### config.mk
export PLATFORM = sky130hd
export DESIGN_NAME = ram_16x8
export DESIGN_NICKNAME = d
export VERILOG_FILES = /design/src/rtl/ram_16x8.sv
export SDC_FILE = /design/constraint.sdc
export NUM_CORES = 1
export LEC_CHECK = 0
export ABC_AREA = 0
export BUFFER_PORTS_ARGS = -buffer_cell sky130_fd_sc_hd__buf_2
export CELL_PAD_IN_SITES_DETAIL_PLACEMENT = 1
export CELL_PAD_IN_SITES_GLOBAL_PLACEMENT = 1
export CORE_AREA = 2 2 146 120
export DETAILED_ROUTE_END_ITERATION = 10
export DIE_AREA = 0 0 148 122
export PLACE_DENSITY = 0.67
export SLEW_MARGIN = 10
export SYNTH_ARGS = -nofsm -noshare
export SYNTH_HDL_FRONTEND = slang
export SYNTH_SLANG_ARGS = --single-unit
### constraint.sdc
create_clock -name clk -period 3.4 [get_ports clk]
set_input_delay 0.85 -clock clk [delete_from_list [all_inputs] [get_ports clk]]
set_output_delay 0.85 -clock clk [all_outputs]
set_load 0.005 [all_outputs]
### src/rtl/ram_16x8.sv
// rtl/ram_16x8.sv - 16x8 program/run RAM with power-on clear sweep and debounced write button
module ram_16x8 #(
    parameter int ADDR_W    = 4,
    parameter int DATA_W    = 8,
    parameter int DB_CYCLES = 250000
) (
    input  logic              clk,
    input  logic              clr,
    input  logic [ADDR_W-1:0] addr,
    input  logic              prog_en,
    input  logic [DATA_W-1:0] prog_sw,
    input  logic              prog_btn,
    input  logic              ram_in,
    input  logic              ram_out,
    input  logic [DATA_W-1:0] bus_in,
    output logic [DATA_W-1:0] bus_out,
    output logic              bus_oe,
    output logic              busy,
    output logic              wr_ack
);

    localparam int DEPTH = 1 << ADDR_W;
    localparam int DB_W  = $clog2(DB_CYCLES + 1);
    localparam logic [ADDR_W-1:0] LAST_INDEX = ADDR_W'(DEPTH - 1);
    localparam logic [DB_W-1:0]   DB_LAST    = DB_W'(DB_CYCLES - 1);

    typedef enum logic {
        CLEAR = 1'b0,
        READY = 1'b1
    } state_t;

    state_t            state;
    state_t            state_nx;
    logic [ADDR_W-1:0] index;
    logic [ADDR_W-1:0] index_nx;

    logic [DATA_W-1:0] mem [DEPTH];

    // button conditioning
    logic              btn_meta;
    logic              btn_sync;
    logic              db_level;
    logic              db_prev;
    logic [DB_W-1:0]   db_cnt;
    logic              prog_rise;

    // write port selection
    logic              prog_wr;
    logic              run_wr;
    logic              mem_we;
    logic [ADDR_W-1:0] mem_addr;
    logic [DATA_W-1:0] mem_data;

    // State register and sweep index; clr restarts the sweep from word 0
    always_ff @(posedge clk or posedge clr) begin
        if (clr) begin
            state <= CLEAR;
            index <= '0;
        end else begin
            state <= state_nx;
            index <= index_nx;
        end
    end

    // Next-state logic: walk every word once in CLEAR, then sit in READY
    always_comb begin
        state_nx = state;
        index_nx = index;
        busy     = 1'b0;
        case (state)
            CLEAR: begin
                busy     = 1'b1;
                index_nx = index + 1'b1;
                if (index == LAST_INDEX) begin
                    state_nx = READY;
                    index_nx = '0;
                end
            end
            READY: begin
                state_nx = READY;
            end
            default: begin
                state_nx = CLEAR;
                index_nx = '0;
            end
        endcase
    end

    // Two-flop synchronizer for the raw, asynchronous pushbutton
    always_ff @(posedge clk or posedge clr) begin
        if (clr) begin
            btn_meta <= 1'b0;
            btn_sync <= 1'b0;
        end else begin
            btn_meta <= prog_btn;
            btn_sync <= btn_meta;
        end
    end

    // Debounce: accept a new level only after it differs for DB_CYCLES straight cycles;
    // runs independently of mode so toggling prog_en never disturbs a press in progress
    always_ff @(posedge clk or posedge clr) begin
        if (clr) begin
            db_level <= 1'b0;
            db_cnt   <= '0;
        end else if (btn_sync != db_level) begin
            if (db_cnt == DB_LAST) begin
                db_level <= btn_sync;
                db_cnt   <= '0;
            end else begin
                db_cnt <= db_cnt + 1'b1;
            end
        end else begin
            db_cnt <= '0;
        end
    end

    // Delayed copy of the accepted level for rising-edge detection
    always_ff @(posedge clk or posedge clr) begin
        if (clr) begin
            db_prev <= 1'b0;
        end else begin
            db_prev <= db_level;
        end
    end

    assign prog_rise = db_level & ~db_prev;

    // An edge that is not consumed right now is simply dropped; nothing is queued
    assign prog_wr = (state == READY) & prog_en & prog_rise;
    assign run_wr  = (state == READY) & ~prog_en & ram_in;

    // Write port mux: sweep has priority, then program button, then run-mode bus load
    always_comb begin
        mem_we   = 1'b0;
        mem_addr = addr;
        mem_data = bus_in;
        if (state == CLEAR) begin
            mem_we   = 1'b1;
            mem_addr = index;
            mem_data = '0;
        end else if (prog_wr) begin
            mem_we   = 1'b1;
            mem_data = prog_sw;
        end else if (run_wr) begin
            mem_we   = 1'b1;
        end
    end

    // Storage array; contents are meaningful only once a sweep has completed
    always_ff @(posedge clk) begin
        if (mem_we) begin
            mem[mem_addr] <= mem_data;
        end
    end

    // One-cycle acknowledge, following each accepted program-mode write
    always_ff @(posedge clk or posedge clr) begin
        if (clr) begin
            wr_ack <= 1'b0;
        end else begin
            wr_ack <= prog_wr;
        end
    end

    // Asynchronous read gives read-before-write when ram_in and ram_out overlap
    assign bus_out = (state == CLEAR) ? '0 : mem[addr];
    assign bus_oe  = ram_out & ~prog_en & ~busy;

endmodule
* After elaboration in Yosys (flattened, before gate mapping)
Memories as Yosys holds them, arrays and structs flattened. Cells that the tools add are included.
Storage, ports and cells: register bits 28, memory bits (writable) 128, logic and storage cells 40, memories 1
Memory list:
- mem | words 16, width 8, read ports 1, clocked after memory_dff 0, wr ports 1, RTL line 37 | logic [DATA_W-1:0] mem [DEPTH];
Operators by class: add/sub/neg operators 2, equal/unequal tests 3, multiplexer cells 15, bitwise logic cells 10, reduce and logical (&&, ||, !) cells 1
Operator list (count):
- two-way mux 18 bit | 2
- two-way mux 8 bit | 3
- adder 18 x 1 -> 18 bit, second input constant | 1
- equality test 18 bit, second input constant | 1
- two-way mux 4 bit | 2
- AND 1 bit | 7
- two-way mux 1 bit | 7
- adder 4 x 1 -> 4 bit, second input constant | 1
- equality test 4 bit, second input constant | 1
- NOT 1 bit | 3
- one-hot mux 1 bit (2 select lines) | 1
- AND reduction 2 bit | 1
- != test 1 bit | 1

* Longest topological paths before layout
Gate-level depths: netlist of run 1.
word-level depth 8, depth in mapped cells 7, gate-level depth less buffers 5

* Least setup slack after synthesis of run 1
Ideal clock, no wire load.
path kind in2out, start in addr[0], end out bus_out[4], data arrival time 2311 ps, required time 2550 ps, slack 239 ps, cell stages on the path 6, cell sequence buf_2 -> buf_2 -> mux2i_1 -> a22oi_1 -> a22o_1 -> a221o_1
On the way: word-level cells in the longest chain between the ends 2
RTL lines:
- start, declared | RTL line 9 | input logic [ADDR_W-1:0] addr,
- memory read (16 x 8 bit)
- two-way mux 8 bit | RTL line 167 | assign bus_out = (state == CLEAR) ? '0 : mem[addr];
- end, declared | RTL line 16 | output logic [DATA_W-1:0] bus_out,
No other way between the ends.

* Final worst setup path of run 1
start in addr[0], end out bus_out[5]
Same word-level chain as after synthesis.

==> impl_metrics.ini, run 1 <==
[worst_setup_path]
start_kind = primary input
critPathRequiredTime_ns = 2.55
worst-path-buf-inv = 3
setup.worst_path.end_class = primary output
slowest_stage = mux4_2
worst-path-max-fanout = 7
path_delay_family = buffers and inverters
setup.worst_path.class = in -> out
worst_r2r_path_depth = 4
r2r_end = mem[4][0]$_DFFE_PP_
path_cells = clkbuf_4 > buf_4 > mux4_2 > a22o_1 > a221o_1 > buf_2
worst-path-stages = 6
worst_r2r_startpoint = state$_DFF_PP0_
crit_arrival_ns = 2.45
worst_path_largest_cell_delay_ns = 0.52
reg2reg_setup_slack_ns = 1.04

[power]
clkPwrFrac_pct = 48.1
sw_frac_of_total_pct = 20.5
total_leakage_power_nw = 2.87
power.ir.vdd_worst_uv = 307
power_frac_seq_pct = 46.9
internal_power_mw = 3.53
power.net_switching_mw = 0.912
p_comb_share_pct = 5.0
powerDensity_nw_per_um2 = 565

[clock_tree]
clkLatencyLatePin_ns = 0.42
htree_num_levels = 4
cts_inserted_buffers = 17
clock_pin_slew_of_the_registers_on_the_worst_case_setup_and_hold_paths_ns = 0.06
postCtsSetupBuffers = 0
tritoncts_clock_tree = done
cts_root_buf = clkbuf_16
clock_sink_count = 156
clock_path_buffers = 2

[yosys]
postSynth.asyncResetShare_pct = 17.9
synth.yosys.seq_area_share_pct = 69.8
yosys.area.top_type_share_pct = 59.0
synth_cell_types = 46
synth_top_cells_by_area = edfxtp_1 59%, dfrtp_1 11%, mux4_2 6.9%
synth-edff-count = 128
synth_seq_cells = 156
synth_ff_type = edfxtp_1
mapped_cell_area_um2 = 6510
synth_warn = 0
count_of_mapped_cells_out_of_synthesis = 423
synth_area_leader_cell = edfxtp_1
syn_avg_cell_area_um2 = 15.4
net_count_of_the_mapped_netlist = 451

[final_layout]
largest_reg_flops = 128
final_net_count = 518
reg.largest.list = mem (128), db_cnt (18), index (4)
syn_to_final_growth_pct = 20.6
diodes = 0
drive_above_1_share_pct = 25.0
largest_register_by_flop_count = mem

[global_route]
grt_pass1_wl_mm = 24.2
grt_max_degree = 29
globalRouteTotalUtil_pct = 18.1
first_global_vias = 4165
grt_antenna_before_repair = 0
grt.overflow.total = 0

[floorplan]
die_y_um = 122
io_pins = 37
design.core.area_um2 = 16800
floorplan.rows = 43
dieWidth_um = 148
dieArea_um2 = 18100
initial_core_util_pct = 38.8

[sta]
fmaxAchievable_ghz = 0.303
setup_repair_after_global_routing_missed_its_margin = no
fin_worst_skew_ns = 0.00537
final_layout_worst_hold_slack_ns = 0.349
timing.slew.headroom_pct = 31.6
fin_setup_tns_ns = 0
final-max-slew-violation-count = 0
number_of_hold_violations_in_the_final_report = 0
final-setup-viol-count = 0
worstMarginPinSlew_ns = 1.02
min_period_ns = 3.30
final_min_period_over_clock_period_pct = 96.9

[place]
routabilityCongestion = 0.839
place.detailed.hpwl_mm = 10.2
port-buffer-count = 36

[worst_hold_path]
hold_critical_path_depth = 0
whs_endpoint = btn_sync$_DFF_PP0_
min-delay-path-class = reg -> reg
holdCritStartpoint = btn_meta$_DFF_PP0_

[route]
detail_route.wl_per_cell_um = 21.2
remaining_drcs = 0
drt-initial-drc-count = 322
drt_wl_total_mm = 15.4
vias_per_instance = 5.34
num_vias = 3887
detail_route.first_pass.iterations = 5
detail-route-antenna-nets = 0

[status]
run_status = finished clean

[flow_run]
reported_max_cap_violation_count = 0
-- cells in the mapped netlist (5+ instances only) --
master    count
xor2_1        5
a21oi_1       8
dfrtp_1      28
inv_1         6
nor2_1       39
nand2_1      35
o21ai_0      13
mux2i_1      24
xnor2_1       9
and3_1        8
nor3_1        6
a221o_1       5
nand3_1      12
edfxtp_1    128
buf_2         7
a22o_1        5
mux4_2       20
a22oi_1       9
clkbuf_1     12
-- cells by family (layout without fill, tap and decap cells) --
kind of cell / count (synthesis) / after routing / share of synthesized area (%)
fa+ha+maj: 2 / 2 / 0.384
flops: 156 / 156 / 69.8
buf+inv: 28 / 108 / 1.77
xor+xnor: 14 / 14 / 1.88
compound gates: 55 / 55 / 6.26
mux: 47 / 47 / 11.1
simple gates: 121 / 121 / 8.83
-- final cells by class --
class,instances,area (um^2)
Clock buffer,20,457
Clock inverter,12,208
Sequential cell,156,4540
Multi-Input combinational cell,239,1860
Tap cell,225,282
Inverter,7,26.3
Timing Repair Buffer,69,485
Fill cell,1674,8930
-- cell usage in the layout (no fill, tap or decap), types with 2 or more instances in the layout --
| cell type | netlist | routed |
|---|---|---|
| edfxtp_1 | 128 | 128 |
| nor2_1 | 39 | 39 |
| nand2_1 | 35 | 35 |
| buf_2 | 7 | 35 |
| buf_4 | 0 | 29 |
| dfrtp_1 | 28 | 28 |
| mux2i_1 | 24 | 24 |
| mux4_2 | 20 | 20 |
| clkbuf_16 | 0 | 18 |
| o21ai_0 | 13 | 13 |
| nand3_1 | 12 | 12 |
| xnor2_1 | 9 | 9 |
| a22oi_1 | 9 | 9 |
| and3_1 | 8 | 8 |
| a21oi_1 | 8 | 8 |
| inv_1 | 6 | 6 |
| nor3_1 | 6 | 6 |
| xor2_1 | 5 | 5 |
| a22o_1 | 5 | 5 |
| a221o_1 | 5 | 5 |
| bufinv_16 | 0 | 5 |
| nor2b_1 | 3 | 3 |
| nor4_1 | 3 | 3 |
| nand4_1 | 3 | 3 |
| o2111ai_1 | 3 | 3 |
| a32oi_1 | 3 | 3 |
| a31oi_1 | 3 | 3 |
| buf_12 | 0 | 3 |
| o31ai_1 | 2 | 2 |
| and2_1 | 2 | 2 |
| a311oi_1 | 2 | 2 |
| mux2_2 | 2 | 2 |
| ha_1 | 2 | 2 |
| clkbuf_8 | 0 | 2 |
| clkinvlp_4 | 0 | 2 |
| inv_6 | 0 | 2 |
-- worst max path at each step --
stage / start / endpoint / slack (ns)
after floorplan: addr[0] / bus_out[4] / 0.24
after global placement: addr[0] / bus_out[6] / 0.13
after detailed placement: addr[0] / bus_out[2] / 0.09
after CTS: addr[0] / bus_out[2] / 0.09
after global routing: addr[0] / bus_out[2] / 0.01
final: addr[0] / bus_out[5] / 0.10
-- through the flow --
| step | total power, mW | setup WS, ns | util (%) | instances | instance area (um^2) |
|---|---|---|---|---|---|
| 2_1_floorplan | 2.25 | 0.239 | - | 423 | 6520 |
| 3_3_place_gp | 2.34 | 0.130 | 42.7 | 695 | 7170 |
| 3_5_place_dp | 2.34 | 0.0904 | 42.7 | 695 | 7170 |
| 4_1_cts | 4.47 | 0.0915 | 46.6 | 727 | 7830 |
| 5_1_grt | 4.57 | 0.0138 | 46.8 | 728 | 7860 |
| 6_report | 4.44 | 0.104 | 46.8 | 728 | 7860 |
-- timing repair --
action	4_1_cts	5_1_grt
hold buffers	0	0
gates resized for setup	0	1
setup endpoints to repair	0	1
-- routing by layer --
metal	vias up	track usage, %	share of wire [%]
met5	-	0	0
li1	1778	-	-
met1	2029	24.0	45
met4	0	6.31	1.4
met3	14	4.31	2.9
met2	66	29.5	51
-- power by group through the flow --
stage | registers [mW] | logic [mW] | clock network [mW]
final | 2.08 | 0.224 | 2.13
after global placement | 2.12 | 0.216 | 0
after CTS | 2.08 | 0.223 | 2.17
after global routing | 2.08 | 0.246 | 2.24
after floorplan | 2.12 | 0.128 | 0
after detailed placement | 2.12 | 0.223 | 0
Power figures use the tool's default switching activity.
==> run 2, diff against run 1 <==
--- a/config.mk
+++ b/config.mk
@@ -12,6 +12,7 @@
 export CORE_AREA = 2 2 146 120
 export DETAILED_ROUTE_END_ITERATION = 10
 export DIE_AREA = 0 0 148 122
+export MAX_ROUTING_LAYER = met4
 export PLACE_DENSITY = 0.67
 export SLEW_MARGIN = 10
 export SYNTH_ARGS = -nofsm -noshare
==> impl_metrics.ini, run 2 (synthesis results as in run 1) <==
[sta]
fin_setup_tns_ns = 0
fmaxAchievable_ghz = 0.304
setup_repair_after_global_routing_missed_its_margin = no
final-setup-viol-count = 0
layout_setup_ws_ns = 0.111
worstMarginPinSlew_ns = 1.00
min_period_ns = 3.29
final_min_period_over_clock_period_pct = 96.7
number_of_hold_violations_in_the_final_report = 0
timing.slew.headroom_pct = 32.9
final-max-slew-violation-count = 0
fin_worst_skew_ns = 0.00627

[worst_setup_path]
path_delay_family = compound AO/OA/AOI/OAI gates
slowest_stage = mux4_2
worst_r2r_path_depth = 4
critPathRequiredTime_ns = 2.55
worst-path-buf-inv = 3
worst_path_largest_cell_delay_ns = 0.50
path_cells = clkbuf_4 > buf_4 > mux4_2 > a22o_1 > a221o_1 > buf_2
crit_arrival_ns = 2.44
start_kind = primary input
setup.worst_path.class = in -> out
setup.worst_path.end_class = primary output
worst-path-max-fanout = 7
worst-path-stages = 6

[global_route]
globalRouteTotalUtil_pct = 18.7
globalRouteMet3Util_pct = 4.08
gr-usage-met2_pct = 29.3
grt_max_degree = 29
use_met1_pct = 24.3
grt.overflow.total = 0
first_global_vias = 4174
grt_pass1_wl_mm = 24.2
grt_antenna_before_repair = 0
gr-max-usage-layer = met2

[final_layout]
reg.largest.list = mem (128), db_cnt (18), index (4)
commonest_cells_after_routing_fill_and_taps_aside = 128 x edfxtp_1, 39 x nor2_1, 35 x nand2_1, 35 x buf_2, 29 x buf_4
diodes = 0
utilization_pct = 46.8
largest_reg_flops = 128
fillers = 1674
syn_to_final_growth_pct = 20.6
drive_above_1_share_pct = 25.0
largest_register_by_flop_count = mem
layout.cells.most_common = edfxtp_1
final_net_count = 518

[route]
remaining_drcs = 0
detail-route-antenna-nets = 0
detail_route.wl_per_cell_um = 21.3
vias_per_instance = 5.40
drt_wl_total_mm = 15.5
detail_route.first_pass.iterations = 5
num_vias = 3928
drt-initial-drc-count = 278

[power]
power.ir.vdd_worst_uv = 305
powerDensity_nw_per_um2 = 565
total_leakage_power_nw = 2.87
finalPower_mw = 4.44

[floorplan]
design.core.area_um2 = 16800
io_pins = 37
initial_core_util_pct = 38.8
dieWidth_um = 148
dieArea_um2 = 18100
die_y_um = 122
floorplan.rows = 43

[clock_tree]
clkLatencyLatePin_ns = 0.42
cts_hold_buf = 0
cts_repair_resize_count = 0
htree_num_levels = 4
cts_root_buf = clkbuf_16
tritoncts_clock_tree = done
clock_path_buffers = 2
postCtsSetupBuffers = 0
cts_inserted_buffers = 17
clock_pin_slew_of_the_registers_on_the_worst_case_setup_and_hold_paths_ns = 0.06
clock_sink_count = 156

[place]
place.detailed.hpwl_mm = 10.2
port-buffer-count = 36
routabilityCongestion = 0.852
dp_slack_ns = 0.0904

[worst_hold_path]
min-delay-path-class = reg -> reg
hold_critical_path_depth = 0

[status]
run_status = finished clean

[flow_run]
reported_max_cap_violation_count = 0
run 2: cell counts in the layout (fill, tap and decap cells not counted):
Identical to the previous run, type by type.
run 2: cell type report:
| type | instances | area [um^2] | share of cell area, % |
|---|---|---|---|
| Clock buffer | 20 | 457 | 5.81 |
| Clock inverter | 12 | 208 | 2.64 |
| Inverter | 7 | 26.3 | 0.334 |
| Multi-Input combinational cell | 239 | 1860 | 23.6 |
| Sequential cell | 156 | 4540 | 57.8 |
| Tap cell | 225 | 282 | 3.58 |
| Timing Repair Buffer | 69 | 485 | 6.18 |
run 2: worst register-to-register path, delay by kind of cell (launching register included):
kind / cells / cell delay, ns
buffers and inverters: 1 / 0.28
flip-flops: 1 / 0.39
AO/OA/AOI/OAI: 1 / 0.21
AND/OR/NAND/NOR: 2 / 1.09
run 2: where the power goes:
group | internal (mW) | switching (mW)
clock network | 1.35 | 0.782
registers | 2.08 | 0.00428
logic | 0.0966 | 0.128
total | 3.53 | 0.914
run 2: worst paths after layout:
| kind | from | to | slack [ns] |
|---|---|---|---|
| setup / recovery | addr[0] | bus_out[0] | 0.11 |
| hold / removal | btn_meta$_DFF_PP0_ | btn_sync$_DFF_PP0_ | 0.35 |
| setup reg to reg | state$_DFF_PP0_ | mem[4][0]$_DFFE_PP_ | 1.04 |
| hold reg to reg | btn_meta$_DFF_PP0_ | btn_sync$_DFF_PP0_ | 0.35 |
| max in group asynchronous | clr | db_cnt[1]$_DFF_PP0_ | 2.63 |
| min in group asynchronous | clr | index[2]$_DFFE_PP0N_ | 0.49 |
run 2: metal layers:
metal | up-vias | share of wire, %
li1 | 1776 | -
met1 | 2051 | 45
met2 | 82 | 50
met3 | 19 | 3.9
met4 | 0 | 1.5
met5 | - | 0
run 2: per-stage QoR:
step                hold slack (ns)  area [um^2]  cells
CTS                           0.351         7830    727
global placement              0.336         7170    695
floorplan                     0.331         6520    423
detailed placement            0.342         7170    695
finish                        0.349         7860    728
global route                  0.361         7860    728
==> run 3, diff against run 2 <==
--- a/config.mk
+++ b/config.mk
@@ -12,6 +12,7 @@
 export CORE_AREA = 2 2 146 120
 export DETAILED_ROUTE_END_ITERATION = 10
 export DIE_AREA = 0 0 148 122
+export GPL_TIMING_DRIVEN = 0
 export MAX_ROUTING_LAYER = met4
 export PLACE_DENSITY = 0.67
 export SLEW_MARGIN = 10
==> impl_metrics.ini, run 3 (synthesis results as in run 1) <==
[worst_setup_path]
path_common_cell = buf_2
worst_path_largest_cell_delay_ns = 0.56
path_cells = buf_2 > clkbuf_1 > mux4_2 > o2111ai_1 > nand2_1 > buf_2
crit_arrival_ns = 2.47
worst_r2r_path_depth = 5
reg2reg_setup_slack_ns = 0.46
r2r_end = mem[9][0]$_DFFE_PP_
setup.worst_path.class = in -> out
worst_r2r_startpoint = state$_DFF_PP0_
slowest_stage = clkbuf_1
start_kind = primary input
path_delay_family = buffers and inverters
worst-path-buf-inv = 3
worst-path-max-fanout = 10
setup.worst_path.end_class = primary output
critPathRequiredTime_ns = 2.55

[clock_tree]
clock_path_buffers = 2
clock_sink_count = 156
htree_num_levels = 4
cts_inserted_buffers = 17
tritoncts_clock_tree = done
cts_root_buf = clkbuf_16
clock_pin_slew_of_the_registers_on_the_worst_case_setup_and_hold_paths_ns = 0.06
cts_hold_buf = 0
clkLatencyLatePin_ns = 0.43

[sta]
final_min_period_over_clock_period_pct = 97.7
final-max-slew-violation-count = 0
fmaxAchievable_ghz = 0.301
final-setup-viol-count = 0
setup_repair_after_global_routing_missed_its_margin = yes
fin_worst_skew_ns = 0.0105
min_period_ns = 3.32
timing.slew.headroom_pct = 26.4
fin_setup_tns_ns = 0
worstMarginPinSlew_ns = 1.10
number_of_hold_violations_in_the_final_report = 0

[route]
detail_route.wl_per_cell_um = 21.3
detail_route.first_pass.iterations = 5
drt_wl_total_mm = 15.3
num_vias = 3888
vias_per_instance = 5.42
remaining_drcs = 0
detail-route-antenna-nets = 0
drt-initial-drc-count = 242

[final_layout]
fillers = 1685
finalNonFillerCells = 718
commonest_cells_after_routing_fill_and_taps_aside = 128 x edfxtp_1, 38 x nor2_1, 36 x buf_2, 35 x nand2_1, 28 x dfrtp_1
final_cell_area_um2 = 7600
largest_register_by_flop_count = mem
final_net_count = 508
diodes = 0
layout.cells.most_common = edfxtp_1
reg.largest.list = mem (128), db_cnt (18), index (4)
drive_above_1_share_pct = 22.1
largest_reg_flops = 128
multi_input_area_um2 = 1860
ff_latch_area_um2 = 4540
syn_to_final_growth_pct = 16.7

[global_route]
grt_antenna_before_repair = 0
grt.overflow.total = 0
first_global_vias = 4172
grt_max_degree = 29
globalRouteTotalUtil_pct = 18.8
grt_pass1_wl_mm = 23.9

[power]
total_leakage_power_nw = 2.71
power.ir.vdd_worst_uv = 368
powerDensity_nw_per_um2 = 543

[worst_hold_path]
hold_critical_path_depth = 0
holdCritStartpoint = btn_meta$_DFF_PP0_
min-delay-path-class = reg -> reg
whs_endpoint = btn_sync$_DFF_PP0_

[place]
port-buffer-count = 33
routabilityCongestion = 0.807
placement.cell_area_um2 = 7010
dp_cells = 687
place.detailed.hpwl_mm = 10.5

[flow_run]
reported_max_cap_violation_count = 0

[floorplan]
dieArea_um2 = 18100
die_y_um = 122
design.core.area_um2 = 16800
floorplan.rows = 43
io_pins = 37
initial_core_util_pct = 38.8
dieWidth_um = 148

[status]
run_status = finished clean
==> run 3: cell count changes in the layout (fill, tap and decap cells not counted), moves of 3 or more <==
cell,previous run,this run
buf_12,3,0
inv_6,2,5
o21ai_1,0,8
buf_4,29,7
clkbuf_1,1,9
o21ai_0,13,5
bufinv_16,5,1
==> run 3: repair_timing <==
action                     4_1_cts  5_1_grt
setup buffers                    0        0
gates resized for setup          7        7
setup endpoints to repair        8        8
pin swaps                        0        0
==> run 3: worst max-delay path by stage <==
stage | startpoint | to | slack, ns | depth (start not counted)
after detailed placement | addr[2] | bus_out[4] | -0.50 | 6
after CTS | addr[1] | bus_out[6] | 0.006 | 6
final | addr[1] | bus_out[3] | 0.08 | 6
after global routing | addr[3] | bus_out[1] | -0.02 | 7
after global placement | addr[2] | bus_out[4] | -0.43 | 6
after floorplan | addr[0] | bus_out[4] | 0.24 | 6
==> run 3: report_power, final <==
part | switching, mW | total, mW | internal [mW]
Combinational | 0.129 | 0.214 | 0.0845
Sequential | 0.00413 | 2.08 | 2.08
Clock | 0.804 | 1.83 | 1.02
Total | 0.937 | 4.12 | 3.19
==> run 3: final cells by class <==
cell class                      count  area share, %
Tap cell                          225           3.70
Sequential cell                   156           59.8
Clock buffer                       18           5.65
Timing Repair Buffer               39           2.77
Multi-Input combinational cell    239           24.5
Inverter                            7          0.346
Buffer                             20           1.47
Clock inverter                     14           1.81
==> run 3: routing by layer <==
metal	track usage (%)	vias up	share of wire, %	routed length, um
li1	-	1753	-	-
met1	23.2	2048	44	6700
met2	30.8	69	51	7750
met3	4.08	18	3.7	569
met4	6.85	0	1.6	250
met5	-	-	0	0
==> run 3: stage by stage <==
step / util (%) / worst slack (ns) / hold slack (ns) / power [mW]
final: 45.3 / 0.0780 / 0.355 / 4.12
after global routing: 45.3 / -0.0212 / 0.362 / 4.25
after CTS: 45.2 / 0.00568 / 0.361 / 4.16
after detailed placement: 41.7 / -0.499 / 0.347 / 2.34
after global placement: 41.5 / -0.433 / 0.351 / 2.32
after floorplan: - / 0.239 / 0.331 / 2.25
